===== src/rtl/board_io.sv =====
// Board pin conditioning: key/LED polarity, 2-flop key sync + debounce with press/release pulses, reset stretcher.
// Optional auto-repeat of press pulses when BOARD_IO_AUTOREPEAT_EN is defined.
module board_io #(
  parameter int                 KEYS_W          = 4,
  parameter int                 LEDS_W          = 8,
  parameter logic [KEYS_W-1:0]  KEYS_POL        = '1,
  parameter logic [LEDS_W-1:0]  LEDS_POL        = '1,
  parameter int                 DEBOUNCE_CYCLES = 500000,
  parameter int                 RST_STRETCH     = 16,
  parameter int                 REPEAT_DELAY    = 25000000,
  parameter int                 REPEAT_PERIOD   = 5000000
) (
  input  logic              clk_i,
  input  logic              rst_n_i,
  input  logic [KEYS_W-1:0] keys_i,
  input  logic [LEDS_W-1:0] leds_i,
  output logic [KEYS_W-1:0] keys_o,
  output logic [KEYS_W-1:0] keys_press_o,
  output logic [KEYS_W-1:0] keys_release_o,
  output logic [LEDS_W-1:0] leds_o,
  output logic              rst_o
);

  localparam int CNT_W  = $clog2(DEBOUNCE_CYCLES + 1);
  localparam int RCNT_W = (RST_STRETCH > 0) ? $clog2(RST_STRETCH + 1) : 1;
  localparam logic [CNT_W-1:0]  CNT_LAST  = CNT_W'(DEBOUNCE_CYCLES - 1);
  localparam logic [RCNT_W-1:0] RCNT_INIT = RCNT_W'(RST_STRETCH);

  if (DEBOUNCE_CYCLES < 1 || RST_STRETCH < 0 || REPEAT_DELAY < 1 || REPEAT_PERIOD < 1) begin : g_cfg_check
    $error("board_io: parameter out of range");
  end

  logic [KEYS_W-1:0] sync_p0;
  logic [KEYS_W-1:0] sync_p1;
  logic [KEYS_W-1:0] stable_p2;
  logic [CNT_W-1:0]  cnt_p2 [KEYS_W];
  logic [KEYS_W-1:0] rep_fire;
  logic [RCNT_W-1:0] rcnt;

  // Stage p0/p1: polarity normalisation and two-flop synchroniser
  always_ff @(posedge clk_i) begin
    if (!rst_n_i) begin
      sync_p0 <= '0;
      sync_p1 <= '0;
    end else begin
      sync_p0 <= keys_i ^ KEYS_POL;
      sync_p1 <= sync_p0;
    end
  end

  // Stage p2: debounce; any bounce back to the stable value restarts the count
  always_ff @(posedge clk_i) begin
    if (!rst_n_i) begin
      stable_p2 <= '0;
      for (int i = 0; i < KEYS_W; i++) cnt_p2[i] <= '0;
    end else begin
      for (int i = 0; i < KEYS_W; i++) begin
        if (sync_p1[i] == stable_p2[i]) begin
          cnt_p2[i] <= '0;
        end else if (cnt_p2[i] == CNT_LAST) begin
          stable_p2[i] <= sync_p1[i];
          cnt_p2[i]    <= '0;
        end else begin
          cnt_p2[i] <= cnt_p2[i] + CNT_W'(1);
        end
      end
    end
  end

`ifdef BOARD_IO_AUTOREPEAT_EN
  localparam int REP_MAX = (REPEAT_DELAY > REPEAT_PERIOD) ? REPEAT_DELAY : REPEAT_PERIOD;
  localparam int REP_W   = $clog2(REP_MAX + 1);
  localparam logic [REP_W-1:0] REP_DLY_LAST = REP_W'(REPEAT_DELAY - 1);
  localparam logic [REP_W-1:0] REP_PER_LAST = REP_W'(REPEAT_PERIOD - 1);

  logic [REP_W-1:0]  rep_cnt [KEYS_W];
  logic [KEYS_W-1:0] rep_on;

  // A repeat fires only while the key is both shown held and still debounced held
  always_comb begin
    rep_fire = '0;
    for (int i = 0; i < KEYS_W; i++) begin
      rep_fire[i] = keys_o[i] & stable_p2[i] &
                    (rep_cnt[i] == (rep_on[i] ? REP_PER_LAST : REP_DLY_LAST));
    end
  end

  always_ff @(posedge clk_i) begin
    if (!rst_n_i) begin
      rep_on <= '0;
      for (int i = 0; i < KEYS_W; i++) rep_cnt[i] <= '0;
    end else begin
      for (int i = 0; i < KEYS_W; i++) begin
        if (!(keys_o[i] & stable_p2[i])) begin
          rep_cnt[i] <= '0;
          rep_on[i]  <= 1'b0;
        end else if (rep_fire[i]) begin
          rep_cnt[i] <= '0;
          rep_on[i]  <= 1'b1;
        end else begin
          rep_cnt[i] <= rep_cnt[i] + REP_W'(1);
        end
      end
    end
  end
`else
  assign rep_fire = '0;
`endif

  // Stage p3: registered levels and edge pulses, aligned with keys_o
  always_ff @(posedge clk_i) begin
    if (!rst_n_i) begin
      keys_o         <= '0;
      keys_press_o   <= '0;
      keys_release_o <= '0;
    end else begin
      keys_o         <= stable_p2;
      keys_press_o   <= (stable_p2 & ~keys_o) | rep_fire;
      keys_release_o <= ~stable_p2 & keys_o;
    end
  end

  always_ff @(posedge clk_i) begin
    if (!rst_n_i) leds_o <= LEDS_POL;
    else          leds_o <= leds_i ^ LEDS_POL;
  end

  // Reset stretcher: rst_o stays high until rcnt has counted down and one more edge passes
  always_ff @(posedge clk_i) begin
    if (!rst_n_i) begin
      rcnt  <= RCNT_INIT;
      rst_o <= 1'b1;
    end else if (rcnt != '0) begin
      rcnt  <= rcnt - RCNT_W'(1);
      rst_o <= 1'b1;
    end else begin
      rst_o <= 1'b0;
    end
  end

endmodule

===== config.mk =====
export PLATFORM = sky130hd
export DESIGN_NAME = board_io
export DESIGN_NICKNAME = d
export VERILOG_FILES = /design/src/rtl/board_io.sv
export SDC_FILE = /design/constraint.sdc
export NUM_CORES = 1
export LEC_CHECK = 0
export ABC_CLOCK_PERIOD_IN_PS = 3100
export CORE_MARGIN = 4
export CORE_UTILIZATION = 55
export CTS_CLUSTER_SIZE = 8
export DETAILED_ROUTE_END_ITERATION = 7
export GPL_ROUTABILITY_DRIVEN = 0
export PLACE_DENSITY = 0.8
export SYNTH_ARGS = -nofsm -noshare
export SYNTH_HDL_FRONTEND = slang
export SYNTH_SLANG_ARGS = --single-unit

===== constraint.sdc =====
create_clock -name clk_i -period 3.1 [get_ports clk_i]
set_clock_uncertainty 0.15 [all_clocks]
set_input_delay 0.62 -clock clk_i [delete_from_list [all_inputs] [get_ports clk_i]]
set_output_delay 0.62 -clock clk_i [all_outputs]
set_load 0.005 [all_outputs]

**Yosys cells after proc, flatten, opt, wreduce, memory -nomap -nowiden**

Memories as Yosys holds them, arrays and structs flattened.
Index checks and enable logic that the tools add are counted.

- Flip-flop bits (word level): 38
- Memory bits (writable): 76
- Bits of input ports: 14
- Output and inout bits: 21
- Logic and storage cells: 111
- Memories: 1

Memory list:

| memory | depth | width | rd ports | clocked after Yosys merged registers in | wr ports | line | text |
|---|---|---|---|---|---|---|---|
| cnt_p2 | 4 | 19 | 4 | 0 | 4 | 36 | `logic [CNT_W-1:0] cnt_p2 [KEYS_W];` |

- Add/sub/neg operators: 5
- Eq/ne operators: 8
- Multiplexer cells: 58
- Bitwise logic cells: 22
- Reductions and logical operators: 5

Operator list:

| cell | count |
|---|---|
| two-way mux 19 bit | 12 |
| adder 19 x 1 -> 19 bit (second input constant) | 4 |
| equality test 19 bit (second input constant) | 4 |
| two-way mux 1 bit | 46 |
| inverter 4 bit | 3 |
| bitwise OR 1 bit | 12 |
| bitwise AND 4 bit | 2 |
| inverter 8 bit | 1 |
| AND reduction 2 bit | 4 |
| nonzero test 5 bit | 1 |
| subtractor 5 x 1 -> 5 bit (second input constant) | 1 |
| equality test 1 bit | 4 |
| inverter 1 bit | 4 |

**Longest topological paths before layout**

Gate-level depths: netlist of the first run.
An unclocked memory read counts as a cell.

- Word-level depth: 8
- Gate-level depth with buffers: 7
- Depth with buffers taken out: 5

**Worst setup path after synthesis of the first run**

No wires, ideal clock.

- Path type: register to register
- Start point: memory cnt_p2[3][9] (netlist name)
- End point: memory cnt_p2[3][11] (netlist name) (data pin)
- Setup time: 0.254 ns
- Arrival: 1.836 ns
- Required time: 2.696 ns
- Path slack: 0.859 ns
- Cell stages (with the launch flop): 6
- Path buffers: 1
- Clock period less this slack: 2.241 ns
- Cells stage by stage: edfxtp_1 or4b_1 or4_4 o21bai_4 buf_6 nor2_1

RTL lines:

| element | line |
|---|---|
| start, declared | 36 |

==> flow_results.xml, run 1 <==
<?xml version="1.0" encoding="UTF-8"?>
<metrics>
  <group name="run_status">
    <metric name="outcome" unit="">completed</metric>
  </group>
  <group name="detailed_routing">
    <metric name="detail_route.wl_per_cell" unit="um">12.9</metric>
    <metric name="vias_cell" unit="">5.14</metric>
    <metric name="number_of_antenna_violating_nets_in_the_routed_design" unit="">0</metric>
    <metric name="drc" unit="">0</metric>
    <metric name="aggregate_routed_wire_length" unit="mm">9.96</metric>
    <metric name="routed_vias" unit="">3968</metric>
    <metric name="dr.first_iter.drc_count" unit="">140</metric>
    <metric name="drt_pre_antenna_iters" unit="">5</metric>
  </group>
  <group name="floorplanning">
    <metric name="effective_utilization_at_floorplan" unit="">0.575</metric>
    <metric name="ioPinCount" unit="">35</metric>
    <metric name="die_x" unit="um">107</metric>
    <metric name="die_area" unit="um^2">11500</metric>
    <metric name="placementRows" unit="">35</metric>
    <metric name="floorplan.core_area" unit="um^2">9370</metric>
    <metric name="die_height" unit="um">107</metric>
  </group>
  <group name="clock_network">
    <metric name="cts_max_level" unit="">4</metric>
    <metric name="cts.root.buffer_cell" unit="">sky130_fd_sc_hd__clkbuf_8</metric>
    <metric name="tritoncts_clock_tree" unit="">done</metric>
    <metric name="clock_buffers_created_by_tritoncts" unit="">17</metric>
    <metric name="numClockSinks" unit="">114</metric>
    <metric name="cts_resized" unit="">0</metric>
    <metric name="cts-hold-fix-buffers" unit="">0</metric>
    <metric name="cts.clk_slew.worst_paths" unit="ns">0.05</metric>
    <metric name="cts_setup_buffers" unit="">0</metric>
    <metric name="cts_max_path_buffers" unit="">2</metric>
    <metric name="insertion_delay" unit="ns">0.51</metric>
  </group>
  <group name="worst_setup_path">
    <metric name="cpMaxStageDelayCell" unit="">sky130_fd_sc_hd__o21bai_1</metric>
    <metric name="worst-path-max-fanout" unit="">16</metric>
    <metric name="cp_cell_sequence" unit="">ha_1, nand4_1, o21bai_1, nor2_1</metric>
    <metric name="setup.worst_path.end_class" unit="">register</metric>
    <metric name="timing_worst_setup_path_type" unit="">register to register</metric>
    <metric name="worstPathRequired" unit="ns">3.16</metric>
    <metric name="crit_path_start_kind" unit="">register</metric>
    <metric name="critPathTopFamily" unit="">compound AO/OA/AOI/OAI gates</metric>
    <metric name="critPathArrivalTime" unit="ns">2.58</metric>
    <metric name="buffers_plus_inverters_on_the_worst_setup_path" unit="">0</metric>
    <metric name="slowest_cell_delay_on_critical_path" unit="ns">0.99</metric>
  </group>
  <group name="global_route">
    <metric name="grt_max_degree" unit="">24</metric>
    <metric name="antenna_found_initial" unit="">0</metric>
    <metric name="globalRouteOverflowTotal" unit="">0</metric>
    <metric name="via_count_of_the_first_global_routing_pass" unit="">3856</metric>
    <metric name="wire_length_of_the_first_global_routing_pass" unit="mm">17.2</metric>
    <metric name="globalRouteTotalUtil" unit="">0.189</metric>
  </group>
  <group name="sta">
    <metric name="rsz0062_at_grt" unit="">no</metric>
    <metric name="slew_violations" unit="">0</metric>
    <metric name="fmax" unit="GHz">0.397</metric>
    <metric name="layout_min_cycle_time" unit="ns">2.52</metric>
    <metric name="slew-limit-headroom" unit="">0.250</metric>
    <metric name="finalHoldViolations" unit="">0</metric>
    <metric name="timing_worst_slew_pin_value" unit="ns">1.12</metric>
    <metric name="totalNegativeSetupSlack" unit="ns">0</metric>
    <metric name="postLayoutSetupSlackWorst" unit="ns">0.584</metric>
    <metric name="layout_worst_path_cycle_share" unit="">0.812</metric>
    <metric name="final-setup-viol-count" unit="">0</metric>
  </group>
  <group name="finish">
    <metric name="final_core_utilization" unit="">0.715</metric>
    <metric name="area_growth" unit="%">24.4</metric>
    <metric name="fin_area" unit="um^2">6710</metric>
    <metric name="mostFrequentLayoutCell" unit="">sky130_fd_sc_hd__nor2_1</metric>
    <metric name="share_of_final_layout_standard_cells_stronger_than_drive_strength_1" unit="">0.0591</metric>
    <metric name="layout_common_cells" unit="">sky130_fd_sc_hd__nor2_1, sky130_fd_sc_hd__edfxtp_1, sky130_fd_sc_hd__conb_1</metric>
    <metric name="antennaDiodeCount" unit="">0</metric>
    <metric name="filler_cell_count" unit="">703</metric>
    <metric name="design.final.nets" unit="">650</metric>
  </group>
  <group name="pwr">
    <metric name="max-vdd-ir-drop" unit="mV">0.505</metric>
    <metric name="power_density_cells" unit="nW/um^2">591</metric>
    <metric name="power_leakage" unit="nW">2.46</metric>
  </group>
  <group name="synth">
    <metric name="synth.ff_latch_count" unit="">114</metric>
    <metric name="synthesis.area" unit="um^2">5390</metric>
    <metric name="synthFlopType" unit="">sky130_fd_sc_hd__edfxtp_1</metric>
    <metric name="gate_count_post_synth" unit="">513</metric>
    <metric name="async_flop_share" unit="">0</metric>
    <metric name="yosysWarnings" unit="">0</metric>
    <metric name="synth.distinct_cells" unit="">41</metric>
    <metric name="postSynthAreaPerCell" unit="um^2">10.5</metric>
    <metric name="yosysSeqAreaShare" unit="">0.564</metric>
    <metric name="synth_edf_count" unit="">76</metric>
  </group>
  <group name="hold_path">
    <metric name="worst_hold_path_class" unit="">register to register</metric>
  </group>
  <group name="placed_design">
    <metric name="detailed_place_hpwl" unit="mm">6.89</metric>
    <metric name="detailed_place.area" unit="um^2">6120</metric>
    <metric name="detailedPlace.worstSlack" unit="ns">0.552</metric>
    <metric name="io_buffer_count" unit="">34</metric>
  </group>
  <group name="job">
    <metric name="drv_cap" unit="">0</metric>
  </group>
</metrics>
cell type report:
cell class / count / area (um^2) / share of cell area
Sequential cell: 114 / 3040 / 0.454
Clock buffer: 28 / 515 / 0.0769
Multi-Input combinational cell: 444 / 2490 / 0.371
Timing Repair Buffer: 38 / 370 / 0.0552
Tap cell: 129 / 161 / 0.0241
Clock inverter: 4 / 70.1 / 0.0104
Inverter: 15 / 56.3 / 0.00840
sequential cells by signal, indices dropped and copies added (netlist names):
register and count:
sync_p0 4, keys_press_o 4, sync_p1 4, keys_o 4, keys_release_o 4, rst_o 1, leds_o 8, cnt_p2 76
stable_p2 4, rcnt 5
cell families after synthesis:
group           share of synthesized area
mux                               0.00928
compound gates                     0.0392
fa+ha+maj                          0.0139
flops                               0.564
buf+inv                            0.0262
other cells                      0.000696
simple gates                        0.250
xor+xnor                           0.0958
metal layers:
metal	track usage	routed length (um)
met3	0.0704	484
met5	0	0
met2	0.309	4980
met1	0.229	4390
met4	0.0694	110
worst paths after layout:
kind / end / slack (ns) / cells past startpoint / from
max: cnt_p2[2][5] / 0.58 / 4 / cnt_p2[2][0]
min: sync_p1[3] / 0.28 / 1 / sync_p0[3]
max reg2reg: cnt_p2[2][5] / 0.58 / 4 / cnt_p2[2][0]
min reg2reg: sync_p1[3] / 0.28 / 1 / sync_p0[3]
power breakdown:
group	internal [mW]	total [mW]	switching, mW	leakage [nW]
combinational	0.131	0.273	0.143	1.08
clock	1.27	1.89	0.625	0.289
sequential	1.71	1.79	0.0815	1.10
total	3.11	3.96	0.849	2.46
worst reg2reg max path: cells and delay by family, from the launching register on:
kind,cells,cell delay (ns)
DFF,1,0.39
AOI/OAI and AO/OA,1,0.99
adders and majority gates,1,0.23
and+or+nand+nor,2,0.46
synthesized netlist by cell type, types with 2 or more instances:
| cell | instances | share of area |
|---|---|---|
| sky130_fd_sc_hd__or4_4 | 3 | 0.0063 |
| sky130_fd_sc_hd__and2_1 | 9 | 0.010 |
| sky130_fd_sc_hd__o21ai_0 | 12 | 0.011 |
| sky130_fd_sc_hd__or3_1 | 15 | 0.017 |
| sky130_fd_sc_hd__and3_1 | 9 | 0.010 |
| sky130_fd_sc_hd__nand3_1 | 24 | 0.022 |
| sky130_fd_sc_hd__clkbuf_1 | 9 | 0.0063 |
| sky130_fd_sc_hd__edfxtp_1 | 76 | 0.42 |
| sky130_fd_sc_hd__ha_1 | 6 | 0.014 |
| sky130_fd_sc_hd__inv_1 | 15 | 0.010 |
| sky130_fd_sc_hd__and4_1 | 5 | 0.0081 |
| sky130_fd_sc_hd__a21oi_1 | 15 | 0.014 |
| sky130_fd_sc_hd__nor4b_1 | 5 | 0.0081 |
| sky130_fd_sc_hd__xor2_1 | 26 | 0.042 |
| sky130_fd_sc_hd__nor4_1 | 11 | 0.013 |
| sky130_fd_sc_hd__o31ai_1 | 2 | 0.0028 |
| sky130_fd_sc_hd__nand4b_1 | 2 | 0.0032 |
| sky130_fd_sc_hd__buf_2 | 2 | 0.0019 |
| sky130_fd_sc_hd__nand4_1 | 25 | 0.029 |
| sky130_fd_sc_hd__xnor2_1 | 33 | 0.054 |
| sky130_fd_sc_hd__nand3b_1 | 2 | 0.0028 |
| sky130_fd_sc_hd__nand2_1 | 51 | 0.036 |
| sky130_fd_sc_hd__buf_6 | 2 | 0.0042 |
| sky130_fd_sc_hd__or4_1 | 4 | 0.0056 |
| sky130_fd_sc_hd__nor3_1 | 13 | 0.012 |
| sky130_fd_sc_hd__mux2i_1 | 5 | 0.0093 |
| sky130_fd_sc_hd__dfxtp_1 | 38 | 0.14 |
| sky130_fd_sc_hd__nor2b_1 | 4 | 0.0046 |
| sky130_fd_sc_hd__nor2_1 | 78 | 0.054 |
through the flow:
stage / std cells / power, mW / hold WS (ns)
2_1_floorplan: 588 / 2.00 / 0.262
3_3_place_gp: 740 / 2.06 / 0.272
3_5_place_dp: 740 / 2.08 / 0.274
4_1_cts: 772 / 3.98 / 0.286
5_1_grt: 772 / 4.11 / 0.299
6_report: 772 / 3.96 / 0.284
Power figures use the tool's default switching activity.
==> run 2: changes to the inputs <==
--- a/config.mk
+++ b/config.mk
@@ -5,9 +5,9 @@
 export SDC_FILE = /design/constraint.sdc
 export NUM_CORES = 1
 export LEC_CHECK = 0
-export ABC_CLOCK_PERIOD_IN_PS = 3100
+export ABC_CLOCK_PERIOD_IN_PS = 2200
 export CORE_MARGIN = 4
-export CORE_UTILIZATION = 55
+export CORE_UTILIZATION = 53
 export CTS_CLUSTER_SIZE = 8
 export DETAILED_ROUTE_END_ITERATION = 7
 export GPL_ROUTABILITY_DRIVEN = 0
==> constraint.sdc (replaced) <==
create_clock -name clk_i -period 2.2 [get_ports clk_i]
set_clock_uncertainty 0.15 [all_clocks]
set_input_delay 0.44 -clock clk_i [delete_from_list [all_inputs] [get_ports clk_i]]
set_output_delay 0.44 -clock clk_i [all_outputs]
set_load 0.005 [all_outputs]
==> flow_results.xml, run 2 (synthesis gave the netlist of run 1 again) <==
<?xml version="1.0" encoding="UTF-8"?>
<metrics>
  <group name="run_status">
    <metric name="outcome" unit="">finished, violations left</metric>
    <metric name="violated_checks" unit="">setup timing</metric>
  </group>
  <group name="worst_setup_path">
    <metric name="ff2ff_setup_slack" unit="ns">-0.06</metric>
    <metric name="setup.worst_path.end_class" unit="">register</metric>
    <metric name="worst-path-max-fanout" unit="">6</metric>
    <metric name="cpMaxStageDelayCell" unit="">sky130_fd_sc_hd__or4_4</metric>
    <metric name="slowest_cell_delay_on_critical_path" unit="ns">0.54</metric>
    <metric name="crit_path_start_kind" unit="">register</metric>
    <metric name="worst_reg2reg_path_depth" unit="">5</metric>
    <metric name="timing_worst_setup_path_type" unit="">register to register</metric>
    <metric name="cp_cell_sequence" unit="">or4b_1, or4_4, o21bai_4, buf_6, nor2_1</metric>
    <metric name="critPathArrivalTime" unit="ns">2.37</metric>
    <metric name="worstPathRequired" unit="ns">2.31</metric>
  </group>
  <group name="sta">
    <metric name="postLayoutSetupSlackWorst" unit="ns">-0.0638</metric>
    <metric name="final-setup-viol-count" unit="">17</metric>
    <metric name="rsz0062_at_grt" unit="">yes</metric>
    <metric name="holdWs" unit="ns">0.253</metric>
    <metric name="layout_min_cycle_time" unit="ns">2.26</metric>
    <metric name="fmax" unit="GHz">0.442</metric>
    <metric name="finalHoldViolations" unit="">0</metric>
    <metric name="layout_worst_path_cycle_share" unit="">1.03</metric>
    <metric name="slew_violations" unit="">0</metric>
  </group>
  <group name="clock_network">
    <metric name="cts.root.buffer_cell" unit="">sky130_fd_sc_hd__clkbuf_8</metric>
    <metric name="tritoncts_clock_tree" unit="">done</metric>
    <metric name="clock_buffers_created_by_tritoncts" unit="">17</metric>
    <metric name="insertion_delay" unit="ns">0.51</metric>
    <metric name="numClockSinks" unit="">114</metric>
    <metric name="cts.clk_slew.worst_paths" unit="ns">0.06</metric>
    <metric name="cts-hold-fix-buffers" unit="">0</metric>
    <metric name="cts_max_level" unit="">4</metric>
    <metric name="cts_max_path_buffers" unit="">2</metric>
  </group>
  <group name="finish">
    <metric name="instances_no_fill" unit="">812</metric>
    <metric name="largestRegisters" unit="">cnt_p2: 76 flops, leds_o: 8 flops, rcnt: 5 flops</metric>
    <metric name="final-seq-area" unit="um^2">3040</metric>
    <metric name="layout_common_cells" unit="">sky130_fd_sc_hd__edfxtp_1, sky130_fd_sc_hd__conb_1, sky130_fd_sc_hd__nor2_1</metric>
    <metric name="share_of_final_layout_standard_cells_stronger_than_drive_strength_1" unit="">0.121</metric>
    <metric name="multi_input_comb_area" unit="um^2">2510</metric>
    <metric name="largest_reg_flops" unit="">76</metric>
    <metric name="registers.top_by_ff_count" unit="">cnt_p2</metric>
    <metric name="filler_cell_count" unit="">735</metric>
    <metric name="area_growth" unit="%">30.0</metric>
    <metric name="design.final.nets" unit="">686</metric>
    <metric name="fin_area" unit="um^2">7010</metric>
    <metric name="antennaDiodeCount" unit="">0</metric>
    <metric name="final_core_utilization" unit="">0.714</metric>
  </group>
  <group name="detailed_routing">
    <metric name="routed_vias" unit="">4151</metric>
    <metric name="vias_cell" unit="">5.11</metric>
    <metric name="aggregate_routed_wire_length" unit="mm">10.8</metric>
    <metric name="detail_route.wl_per_cell" unit="um">13.2</metric>
    <metric name="dr.first_iter.drc_count" unit="">149</metric>
    <metric name="drc" unit="">0</metric>
    <metric name="drt_pre_antenna_iters" unit="">5</metric>
    <metric name="number_of_antenna_violating_nets_in_the_routed_design" unit="">0</metric>
  </group>
  <group name="pwr">
    <metric name="power_leakage" unit="nW">2.62</metric>
    <metric name="portion_of_total_power_attributed_to_the_clock_network" unit="">0.466</metric>
    <metric name="internal_power" unit="mW">4.25</metric>
    <metric name="power_density_cells" unit="nW/um^2">787</metric>
    <metric name="combPwrFrac" unit="">0.079</metric>
    <metric name="switching_share" unit="">0.230</metric>
    <metric name="max-vdd-ir-drop" unit="mV">0.621</metric>
    <metric name="switching_power_total" unit="mW">1.27</metric>
    <metric name="share_seq_of_total_power" unit="">0.455</metric>
  </group>
  <group name="global_route">
    <metric name="antenna_found_initial" unit="">0</metric>
    <metric name="wire_length_of_the_first_global_routing_pass" unit="mm">18.2</metric>
    <metric name="globalRouteTotalUtil" unit="">0.196</metric>
    <metric name="grt_max_degree" unit="">20</metric>
    <metric name="globalRouteOverflowTotal" unit="">0</metric>
    <metric name="via_count_of_the_first_global_routing_pass" unit="">4125</metric>
  </group>
  <group name="placed_design">
    <metric name="detailed_place_hpwl" unit="mm">7.37</metric>
    <metric name="detailed_place.area" unit="um^2">6380</metric>
    <metric name="placed_cells" unit="">775</metric>
    <metric name="io_buffer_count" unit="">34</metric>
    <metric name="detailedPlace.worstSlack" unit="ns">-0.0308</metric>
  </group>
  <group name="floorplanning">
    <metric name="floorplan.core_area" unit="um^2">9820</metric>
    <metric name="die_area" unit="um^2">11900</metric>
    <metric name="ioPinCount" unit="">35</metric>
    <metric name="die_x" unit="um">109</metric>
    <metric name="placementRows" unit="">36</metric>
    <metric name="die_height" unit="um">109</metric>
    <metric name="effective_utilization_at_floorplan" unit="">0.549</metric>
  </group>
  <group name="hold_path">
    <metric name="worst_hold_path_cell_count" unit="">2</metric>
    <metric name="worst_hold_path_class" unit="">input pin to register</metric>
  </group>
  <group name="job">
    <metric name="drv_cap" unit="">0</metric>
  </group>
</metrics>
run 2: cell count changes in the layout (fill, tap and decap cells not counted), sizes merged:
cell / change
clkinv: +3
buf: +36
clkbuf: -10
clkinvlp: +6
inv: +1
run 2: path summary, 6_finish.rpt:
kind	from	endpoint
worst min-delay path	leds_i[1]	leds_o[1]
worst max-delay path	cnt_p2[3][14]	cnt_p2[3][13]
worst min register to register	sync_p0[1]	sync_p1[1]
worst max register to register	cnt_p2[3][14]	cnt_p2[3][13]
run 2: critical path, delay by kind of cell, from the launching register on:
kind | cells | cell delay (ns)
AO/OA/AOI/OAI | 1 | 0.18
buffers and inverters | 1 | 0.16
flip-flops | 1 | 0.42
AND/OR/NAND/NOR | 3 | 1.11
run 2: final cells by class:
cell class                 instances  area share
clock inverter                    14      0.0198
multi-input combinational        444       0.358
clock buffer                      18      0.0610
inverter                          15     0.00803
tap                              133      0.0237
timing repair buffer              74      0.0955
sequential                       114       0.434
run 2: per-stage QoR:
| step | power, mW | setup TNS, ns |
|---|---|---|
| after floorplan | 2.81 | -0.400 |
| after global placement | 2.93 | 0 |
| after detailed placement | 2.96 | -0.202 |
| after CTS | 5.56 | -0.0596 |
| after global routing | 5.77 | -1.81 |
| final | 5.52 | -0.839 |
run 2: timing repair:
item | in CTS | in global routing
pin swaps | 1 | 1
gates resized for setup | 1 | 6
buffers inserted | 2 | 3
setup endpoints to repair | 17 | 19
run 2: power by group through the flow:
| stage | sequential, mW | combinational [mW] | clock [mW] |
|---|---|---|---|
| finish | 2.51 | 0.434 | 2.57 |
| global placement | 2.54 | 0.391 | 0 |
| CTS | 2.51 | 0.425 | 2.62 |
| detailed placement | 2.55 | 0.415 | 0 |
| floorplan | 2.53 | 0.284 | 0 |
| global route | 2.52 | 0.502 | 2.74 |
run 2: routing by layer:
metal	track usage	routed length, um	vias to the layer above
met3	0.0651	670	20
met1	0.235	4570	1933
met5	0	0	-
met2	0.317	5320	128
li1	-	-	2070
met4	0.0938	190	0
